==> src/rtl/voq_output_drain.sv <==
// Per-output-port drain: round-robin over the input VOQs feeding this port,
// reading one whole zero-terminated packet at a time onto a valid/ready stream.
//
// state | meaning
// IDLE  | no packet in flight; arbitrate among VOQs with unread words
// READ  | pulse rden for cur_src once a word is available (parks if starved)
// WAIT  | RAM read latency; capture ram_q into hold
// SEND  | present hold downstream until accepted
module voq_output_drain #(
    parameter int N_IN   = 4,
    parameter int ADDR_W = 13,
    parameter int DATA_W = 32
) (
    input  logic                     clk,
    input  logic                     reset,
    input  logic                     flush,
    input  logic [N_IN*ADDR_W-1:0]   wr_count,
    output logic [N_IN*ADDR_W-1:0]   ram_rd_add,
    output logic [N_IN-1:0]          ram_rden,
    input  logic [N_IN*DATA_W-1:0]   ram_q,
    output logic [DATA_W-1:0]        out_data,
    output logic                     out_valid,
    input  logic                     out_ready,
    output logic                     out_sop,
    output logic                     out_eop,
    output logic [1:0]               cur_src,
    output logic [31:0]              pkt_count
);

    typedef enum logic [1:0] {IDLE, READ, WAIT, SEND} state_t;

    state_t              state, state_nxt;
    logic [ADDR_W-1:0]   rd_ptr [N_IN];
    logic [ADDR_W-1:0]   wr_ptr [N_IN];
    logic [DATA_W-1:0]   q_word [N_IN];
    logic [N_IN-1:0]     avail;
    logic [1:0]          rr_ptr;
    logic [1:0]          pick;
    logic [1:0]          scan_idx;
    logic                pick_vld;
    logic                first_word;
    logic [DATA_W-1:0]   hold;
    logic                accept;

    always_comb begin
        ram_rd_add = '0;
        for (int i = 0; i < N_IN; i++) begin
            wr_ptr[i] = wr_count[i*ADDR_W +: ADDR_W];
            q_word[i] = ram_q[i*DATA_W +: DATA_W];
            avail[i]  = (rd_ptr[i] != wr_ptr[i]);
            ram_rd_add[i*ADDR_W +: ADDR_W] = rd_ptr[i];
        end
    end

    // Scan from the far end back so the candidate closest to rr_ptr wins.
    always_comb begin
        pick_vld = 1'b0;
        pick     = rr_ptr;
        scan_idx = rr_ptr;
        for (int k = N_IN - 1; k >= 0; k--) begin
            scan_idx = rr_ptr + 2'(k);
            if (avail[scan_idx]) begin
                pick_vld = 1'b1;
                pick     = scan_idx;
            end
        end
    end

    assign accept    = (state == SEND) && out_ready;
    assign out_valid = (state == SEND);
    assign out_data  = hold;
    assign out_sop   = out_valid && first_word;
    assign out_eop   = out_valid && (hold == '0);

    always_comb begin
        state_nxt = state;
        ram_rden  = '0;
        case (state)
            IDLE: if (pick_vld) state_nxt = READ;
            READ: begin
                if (avail[cur_src]) begin
                    ram_rden[cur_src] = reset && !flush;
                    state_nxt         = WAIT;
                end
            end
            WAIT: state_nxt = SEND;
            SEND: if (out_ready) state_nxt = (hold == '0) ? IDLE : READ;
            default: state_nxt = IDLE;
        endcase
    end

    always_ff @(posedge clk) begin
        if (!reset || flush) begin
            state      <= IDLE;
            rr_ptr     <= '0;
            cur_src    <= '0;
            first_word <= 1'b0;
            hold       <= '0;
            for (int i = 0; i < N_IN; i++) rd_ptr[i] <= '0;
            if (!reset) pkt_count <= '0;
        end else begin
            state <= state_nxt;
            if (state == IDLE && pick_vld) begin
                cur_src    <= pick;
                first_word <= 1'b1;
            end
            if (state == WAIT) hold <= q_word[cur_src];
            if (accept) begin
                rd_ptr[cur_src] <= rd_ptr[cur_src] + 1'b1;
                first_word      <= 1'b0;
                if (hold == '0) begin
                    pkt_count <= pkt_count + 32'd1;
                    rr_ptr    <= cur_src + 2'd1;
                end
            end
        end
    end

endmodule
==> config.mk <==
export PLATFORM = sky130hd
export DESIGN_NAME = voq_output_drain
export DESIGN_NICKNAME = d
export VERILOG_FILES = /design/src/rtl/voq_output_drain.sv
export SDC_FILE = /design/constraint.sdc
export NUM_CORES = 1
export LEC_CHECK = 0
export ABC_AREA = 1
export CORE_MARGIN = 1.5
export CORE_UTILIZATION = 50
export CTS_BUF_LIST = sky130_fd_sc_hd__clkbuf_8
export CTS_CLUSTER_DIAMETER = 120
export DETAILED_ROUTE_END_ITERATION = 7
export MAX_ROUTING_LAYER = met4
export PLACE_DENSITY = 0.93
export SLEW_MARGIN = 20
export SYNTH_ARGS = -nofsm -noshare
export SYNTH_HDL_FRONTEND = slang
export SYNTH_SLANG_ARGS = --single-unit
==> constraint.sdc <==
create_clock -name clk -period 7.1 [get_ports clk]
set_input_delay 1.42 -clock clk [delete_from_list [all_inputs] [get_ports clk]]
set_output_delay 1.42 -clock clk [all_outputs]
set_load 0.01 [all_outputs]
==> results.yml <==
timing:
  post-route-min-period_ns: 5.31
  setup_viol: 0
  slew_headroom_pct: 36.9
  fin_tns_setup_ns: 0
  fmax_mhz: 188
  final.period_utilization_pct: 74.7
  rsz0062_at_grt: "false"
  hold_viol: 0
  fin_ws_ns: 1.79
  worstMarginPinSlew_ns: 0.946
  fin_skew_ns: 0.0155
  slew_viol_final: 0
  holdWs_ns: 0.501
clock_tree:
  clk_latency_ns: 0.43
  cts_hold_buf: 0
  cts_resized: 0
  cts.clk_slew.worst_paths_ns: 0.08
  clockRootBuffer: "clkbuf_8"
  htreeDepth: 4
  post_cts_buffers: 0
  cts_buffer_depth: 2
  clock-sinks: 125
  tritoncts: "yes"
  cts_buffers: 17
power_and_ir_drop:
  p_per_area_nw_per_um2: 151
  finalPower_mw: 1.77
  ir_drop_mv: 0.144
  leakagePower_nw: 4.86
logic_synthesis:
  yosysWarnings: 0
  synth.ff_latch_count: 125
  syn_nets: 1355
  avgSynthCellArea_um2: 6.98
  synth.cell_area_um2: 8100
  postSynthCellCount: 1161
  ys_types: 42
  ys_seq_area_share_pct: 41.3
grt:
  grt_pass1_vias: 8599
  grt_pass1_wl_um: 42800
  grt_antenna_before_repair: 0
  grt.overflow.total: 0
  grt_usage_pct: 33.8
  grt_max_degree: 73
drt:
  drc: 0
  drt-initial-drc-count: 791
  wl_per_cell_um: 16.8
  drt-pass1-iter-count: 5
  viasPerCell: 5.40
  drtAntennaViolNets: 0
  wirelength_um: 28200
  via_count: 9058
critical_path:
  regToRegEndpoint: "rd_ptr[3][5]$_DFFE_PP_"
  crit_fanout: 4
  worstSetupPathType: "in2out"
  reg2reg_depth: 5
  crit_top_cell: "nand2_1"
  path_cells: "clkdlybuf4s50_1 -> inv_1 -> nand2_1 -> nand2_1 -> nor2_1 -> nand2_1 -> nor2_1 -> nand2_1 -> o211ai_1 -> nand2_1 -> nand3_1 -> nor2_1 -> clkdlybuf4s50_1"
  cp.required_ns: 5.68
  crit_end: "ram_rden[3]"
  cp_num_buf_inv: 3
  rrSetupSlack_ns: 3.94
  arrival_ns: 3.89
  cp-end-kind: "output port"
  worstReg2RegStart: "cur_src[0]$_SDFFE_PN0N_"
  worstSetupStartpoint: "wr_count[21]"
  crit_slowest_cell: "clkdlybuf4s50_1"
  start_kind: "input pin"
  path_delay_family: "simple AND/OR/NAND/NOR gates"
  slowest_delay_ns: 0.49
  cp.depth: 13
layout:
  final_common_cell: "clkdlybuf4s50_1"
  layout.nets: 1643
  syn_to_final_growth_pct: 44.2
  drive_gt1_share_pct: 5.13
  mostFrequentLayoutCells: "308 x clkdlybuf4s50_1, 262 x nor2_1, 205 x nand2_1, 155 x inv_1, 118 x o21ai_0"
  fin_area_um2: 11700
die:
  die_x_um: 130
  die_area_um2: 17000
  die_h_um: 130
  design.core.area_um2: 15800
  io_pins: 309
  num_rows: 46
  start_util_pct: 51.2
place:
  gp_congestion: 0.986
  dp_slack_ns: 1.92
  hpwl_um: 21000
  numPortBuffers: 308
  placed_area_um2: 11300
run_status:
  outcome: "finished, final reports clean"
min_path:
  hp-class: "reg2reg"
flow_run:
  maxCapViolations: 0
==> cell usage after synthesis (all sizes together) <==
cell type / n / share of area [%]
a211oi: 2 / 0.19
a21oi: 43 / 2.7
a2bb2oi: 1 / 0.11
a31oi: 1 / 0.077
a32oi: 6 / 1.2
and2: 1 / 0.077
and3: 2 / 0.15
buf: 8 / 0.88
clkbuf: 38 / 1.8
clkinv: 4 / 0.19
dfxtp: 41 / 10
edfxtp: 84 / 31
ha: 10 / 1.5
inv: 165 / 7.7
nand2: 208 / 9.7
nand3: 49 / 3.1
nand3b: 2 / 0.19
nand4: 8 / 0.62
nor2: 272 / 13
nor3: 17 / 1.2
nor3b: 1 / 0.093
nor4: 10 / 0.77
o211ai: 1 / 0.093
o21a: 3 / 0.28
o21ai: 124 / 7.7
o21bai: 2 / 0.19
o22ai: 33 / 2.7
or2: 2 / 0.15
or3: 1 / 0.077
xnor2: 17 / 1.8
xor2: 5 / 0.54
==> layout make-up <==
class                           instances  area [µm²]
Antenna cell                            1        2.50
Clock buffer                           17         234
Clock inverter                         14         143
Fill cell                            1201        4150
Inverter                              169         638
Multi-Input combinational cell        821        3910
Sequential cell                       125        3350
Tap cell                              216         270
Timing Repair Buffer                  315        3140
==> state kept, by name, summed over array words and instances, names as in the netlist, named ones only <==
name	count
cur_src	2
first_word	1
out_data	32
pkt_count	32
rd_ptr	52
rr_ptr	2
state	2
==> power breakdown <==
part	switching [mW]	internal, mW	leakage (nW)	total (mW)
logic	0.141	0.178	3.43	0.318
registers	0.0327	0.803	1.24	0.836
clock network	0.303	0.311	0.190	0.614
==> worst reg2reg max path, delay by kind of cell (launching register included) <==
family | cells | cell delay (ns)
buf+inv | 3 | 1.92
compound gates | 1 | 0.46
flops | 1 | 0.31
simple gates | 1 | 0.09
==> worst min path at each step <==
| stage | start | cells after the start | end |
|---|---|---|---|
| after floorplan | first_word$_SDFFE_PP0N_ | 2 | first_word$_SDFFE_PP0N_ |
| after global placement | first_word$_SDFFE_PP0N_ | 2 | first_word$_SDFFE_PP0N_ |
| after detailed placement | first_word$_SDFFE_PP0N_ | 2 | first_word$_SDFFE_PP0N_ |
| after CTS | first_word$_SDFFE_PP0N_ | 2 | first_word$_SDFFE_PP0N_ |
| after global routing | first_word$_SDFFE_PP0N_ | 2 | first_word$_SDFFE_PP0N_ |
| final | first_word$_SDFFE_PP0N_ | 2 | first_word$_SDFFE_PP0N_ |
==> per-layer routing <==
| metal | part of all wire, % | GRT usage, % | vias up |
|---|---|---|---|
| met5 | 0 | - | - |
| met4 | 4.4 | 15.1 | 0 |
| met3 | 9.7 | 8.45 | 93 |
| met2 | 49 | 58.4 | 509 |
| met1 | 37 | 36.7 | 4108 |
| li1 | - | - | 4348 |
==> through the flow <==
step	utilization, %	instances
2_1_floorplan	-	1161
3_3_place_gp	71.4	1646
3_5_place_dp	71.4	1646
4_1_cts	73.7	1677
5_1_grt	73.8	1677
6_report	73.8	1678
==> kinds of logic after synthesis <==
family | count (synthesis) | share of synthesized area [%]
simple gates | 573 | 29.1
compound gates | 216 | 15.2
buf+inv | 215 | 10.5
fa+ha+maj | 10 | 1.54
xor+xnor | 22 | 2.38
flops | 125 | 41.3
No activity file was read; power rests on OpenSTA's default activity.
==> RTL change, RTL diff (config.mk and constraints unchanged) <==
Set the parameter `DATA_W` to 28 (it was 32).
--- a/src/rtl/voq_output_drain.sv
+++ b/src/rtl/voq_output_drain.sv
@@ -10,5 +10,5 @@
     parameter int N_IN   = 4,
     parameter int ADDR_W = 13,
-    parameter int DATA_W = 32
+    parameter int DATA_W = 28
 ) (
     input  logic                     clk,
Interface: changed (resized out_data and ram_q); port bits go from 309 to 289. The function was not compared with the original's and may differ.
==> RTL change against the unedited design <==
Worst setup slack better by 0.18 ns. Maximum frequency rose by 3.5%. Total power down 4.8%. Critical path type unchanged. Area after synthesis is 1.4% lower. Sequential cell count fell by 4. Largest cell class unchanged. Wire length fell by 6.5%. Cell area decreased by 2.6%. Register-to-register slack better by 0.14 ns.
==> RTL change: results (changes against the unedited design) <==
* Wire length of the first global-routing pass: 40700 µm (-4.9%)
- The min-delay analysis places its worst path in the category reg2reg.
- The number of fillers in the final layout came to 1255 (+4.5%).
- Number of enable flip-flop cells after synthesis: 84 (unchanged)
- Max Root-Sink Buffers: 2 (unchanged)
* Starting DRT DRC Count: 647 (-18%)
- Initial antenna violation count: 4 (+4)
* Post-Place Cell Area: 11000 µm² (-2.6%)
- The synthesized netlist net count was 1295 (-4.4%).
* Ratio of routed vias to standard cells: 5.35 (-0.81%)
- The worst slew margin relative to its limit was 34.3% (-2.7 points).
- The port buffer count came to 288 (-6.5%).
* H-Tree Level Count: 4 (unchanged)
- Worst R2R Setup Slack: 4.08 ns (+0.14 ns)
* Sequential-to-total area share from yosys stat: 40.9% (-0.42 points)
- Clock transition at the registers of the reported paths: about 0.070 ns
- Final Wtd Congestion: 0.949 (-3.8%)
- Cell types occupying the most area after synthesis: sky130_fd_sc_hd__edfxtp_1 32%, sky130_fd_sc_hd__nor2_1 11%, sky130_fd_sc_hd__nand2_1 9.4%
- The wire length reported by the detailed router came to 26300 µm (-6.5%).
- The static leakage came to 4.73 nW (-2.7%).
- The largest fanout on the critical path came to 4 (unchanged).
- Detailed-placement wirelength estimate: 19900 µm (-5.3%)
* Post-cts sizing count: 0 (unchanged)
- The slowest stage of the critical path is the sky130_fd_sc_hd__clkdlybuf4s50_1 cell.
- Top reg by flops: rd_ptr
- The async set-or-reset flop fraction in the synthesized netlist was 0% (unchanged).
- Crit-path max cell delay: 0.51 ns (+0.02 ns)
- The critical path data arrival time came to 3.71 ns (-0.18 ns).
* Share of layout cells above drive strength 1: 6.49% (+1.4 points)
- The hold-critical path depth came to 2 (unchanged).
* Via count: 8690 (-4.1%)
- Status: complete, no violations
- The number of instances in the placed design was 1587 (-3.6%).
- Max reg flops: 52 (unchanged)
- Setup clock skew after layout: 0.0201 ns (+0.00466 ns)
- Worst skew pair latency: 0.43 ns (about the same)
* Count of mapped cells out of synthesis: 1117 (-3.8%)
- The number of cells traversed by the worst register-to-register path was 9 (+4).
* Pin count of the biggest net entering global routing: 64 (-12%)
- The worst supply voltage drop on vdd is 80.8 µV (-44%).
- Number of detailed-routing iterations run before antenna repair: 6 (+1)
- Overall track demand over capacity in global routing: 32.6% (-1.2 points)
* Number of warnings printed during yosys synthesis: 0 (unchanged)
- Via count of the first global-routing pass: 8576 (-0.27%)
- Cell variety after synth: 47 (+12%)
- Commonest cells post-synth: 226 x sky130_fd_sc_hd__nor2_1, 200 x sky130_fd_sc_hd__nand2_1, 159 x sky130_fd_sc_hd__inv_1
- In this run the clock root is driven by a sky130_fd_sc_hd__clkbuf_8.
* Average cell area after synthesis: 7.15 µm² (+2.5%)
- Beginning of the worst hold path: first_word$_SDFFE_PP0N_
- Among all flip-flop cells after synthesis, the most frequent one is sky130_fd_sc_hd__edfxtp_1.
- The switching power of the nets is 0.000454 W (-4.7%).
* CP delay by family, top: simple AND/OR/NAND/NOR gates
- CTS Buf Count: 17 (unchanged)
* Endpoint of the lowest-slack register-to-register path: rd_ptr[2][12]$_SDFFCE_PN0P_
[RTL change: cell families (layout without fill, tap and decap cells)]
kind of cell / Yosys count / count (layout) / share of synthesized area [%]
buffers and inverters: 213 / 499 / 10.6
AOI/OAI and AO/OA: 195 / 195 / 13.8
other: 0 / 4 / 0
and+or+nand+nor: 546 / 546 / 29.6
xor gates and xnor gates: 32 / 32 / 3.51
DFF: 121 / 121 / 40.9
adders and majority gates: 10 / 10 / 1.57
[RTL change: power by group through the flow]
| stage | Combinational (W) | Sequential (W) | Clock (W) |
|---|---|---|---|
| global placement | 0.000297 | 0.000823 | 0 |
| finish | 0.000306 | 0.000810 | 0.000566 |
| detailed placement | 0.000305 | 0.000824 | 0 |
| CTS | 0.000307 | 0.000809 | 0.000571 |
| floorplan | 0.000116 | 0.000829 | 0 |
| global route | 0.000335 | 0.000813 | 0.000603 |
[RTL change: routing by layer]
metal | part of all wire (%) | up-vias | global-route usage [%]
li1 | - | 4162 | -
met1 | 37 | 3965 | 33.9
met2 | 50 | 478 | 56.9
met3 | 8.4 | 85 | 6.28
met4 | 5.4 | 0 | 20.3
met5 | 0 | - | -
[RTL change: metrics by stage]
stage                     worst slack (ns)  util (%)  hold WS [ns]
final                                 1.97      72.1         0.504
after global routing                  1.78      72.1         0.558
after CTS                             2.04      72.0         0.499
after detailed placement              2.07      69.7         0.471
after global placement                2.14      69.7         0.473
after floorplan                       2.80         -         0.439
[RTL change: worst max path at each step]
stage | from | to | slack, ns
2_1_floorplan | out_ready | pkt_count[0]$_SDFFCE_PN0P_ | 2.80
3_3_place_gp | wr_count[21] | ram_rden[1] | 2.14
3_5_place_dp | wr_count[21] | ram_rden[1] | 2.07
4_1_cts | wr_count[21] | ram_rden[1] | 2.04
5_1_grt | wr_count[18] | ram_rden[1] | 1.78
6_report | wr_count[18] | ram_rden[1] | 1.97
[RTL change: final cells by class]
| cell class | instances | area share [%] |
|---|---|---|
| diodes | 4 | 0.0880 |
| clock buffers | 18 | 2.18 |
| clock inverters | 14 | 0.980 |
| inverters | 171 | 5.65 |
| multi-input cells | 783 | 34.1 |
| flip-flops and latches | 121 | 28.7 |
| well taps | 216 | 2.38 |
| repair buffers | 296 | 25.9 |
[RTL change: worst register-to-register path: cells and delay by family (launching register included)]
| kind | cells | cell delay (ns) |
|---|---|---|
| buffers and inverters | 1 | 0.56 |
| and+or+nand+nor | 4 | 0.59 |
| DFF | 1 | 0.47 |
| AOI/OAI and AO/OA | 2 | 0.48 |
| xor gates and xnor gates | 1 | 0.42 |
| adders and majority gates | 1 | 0.25 |
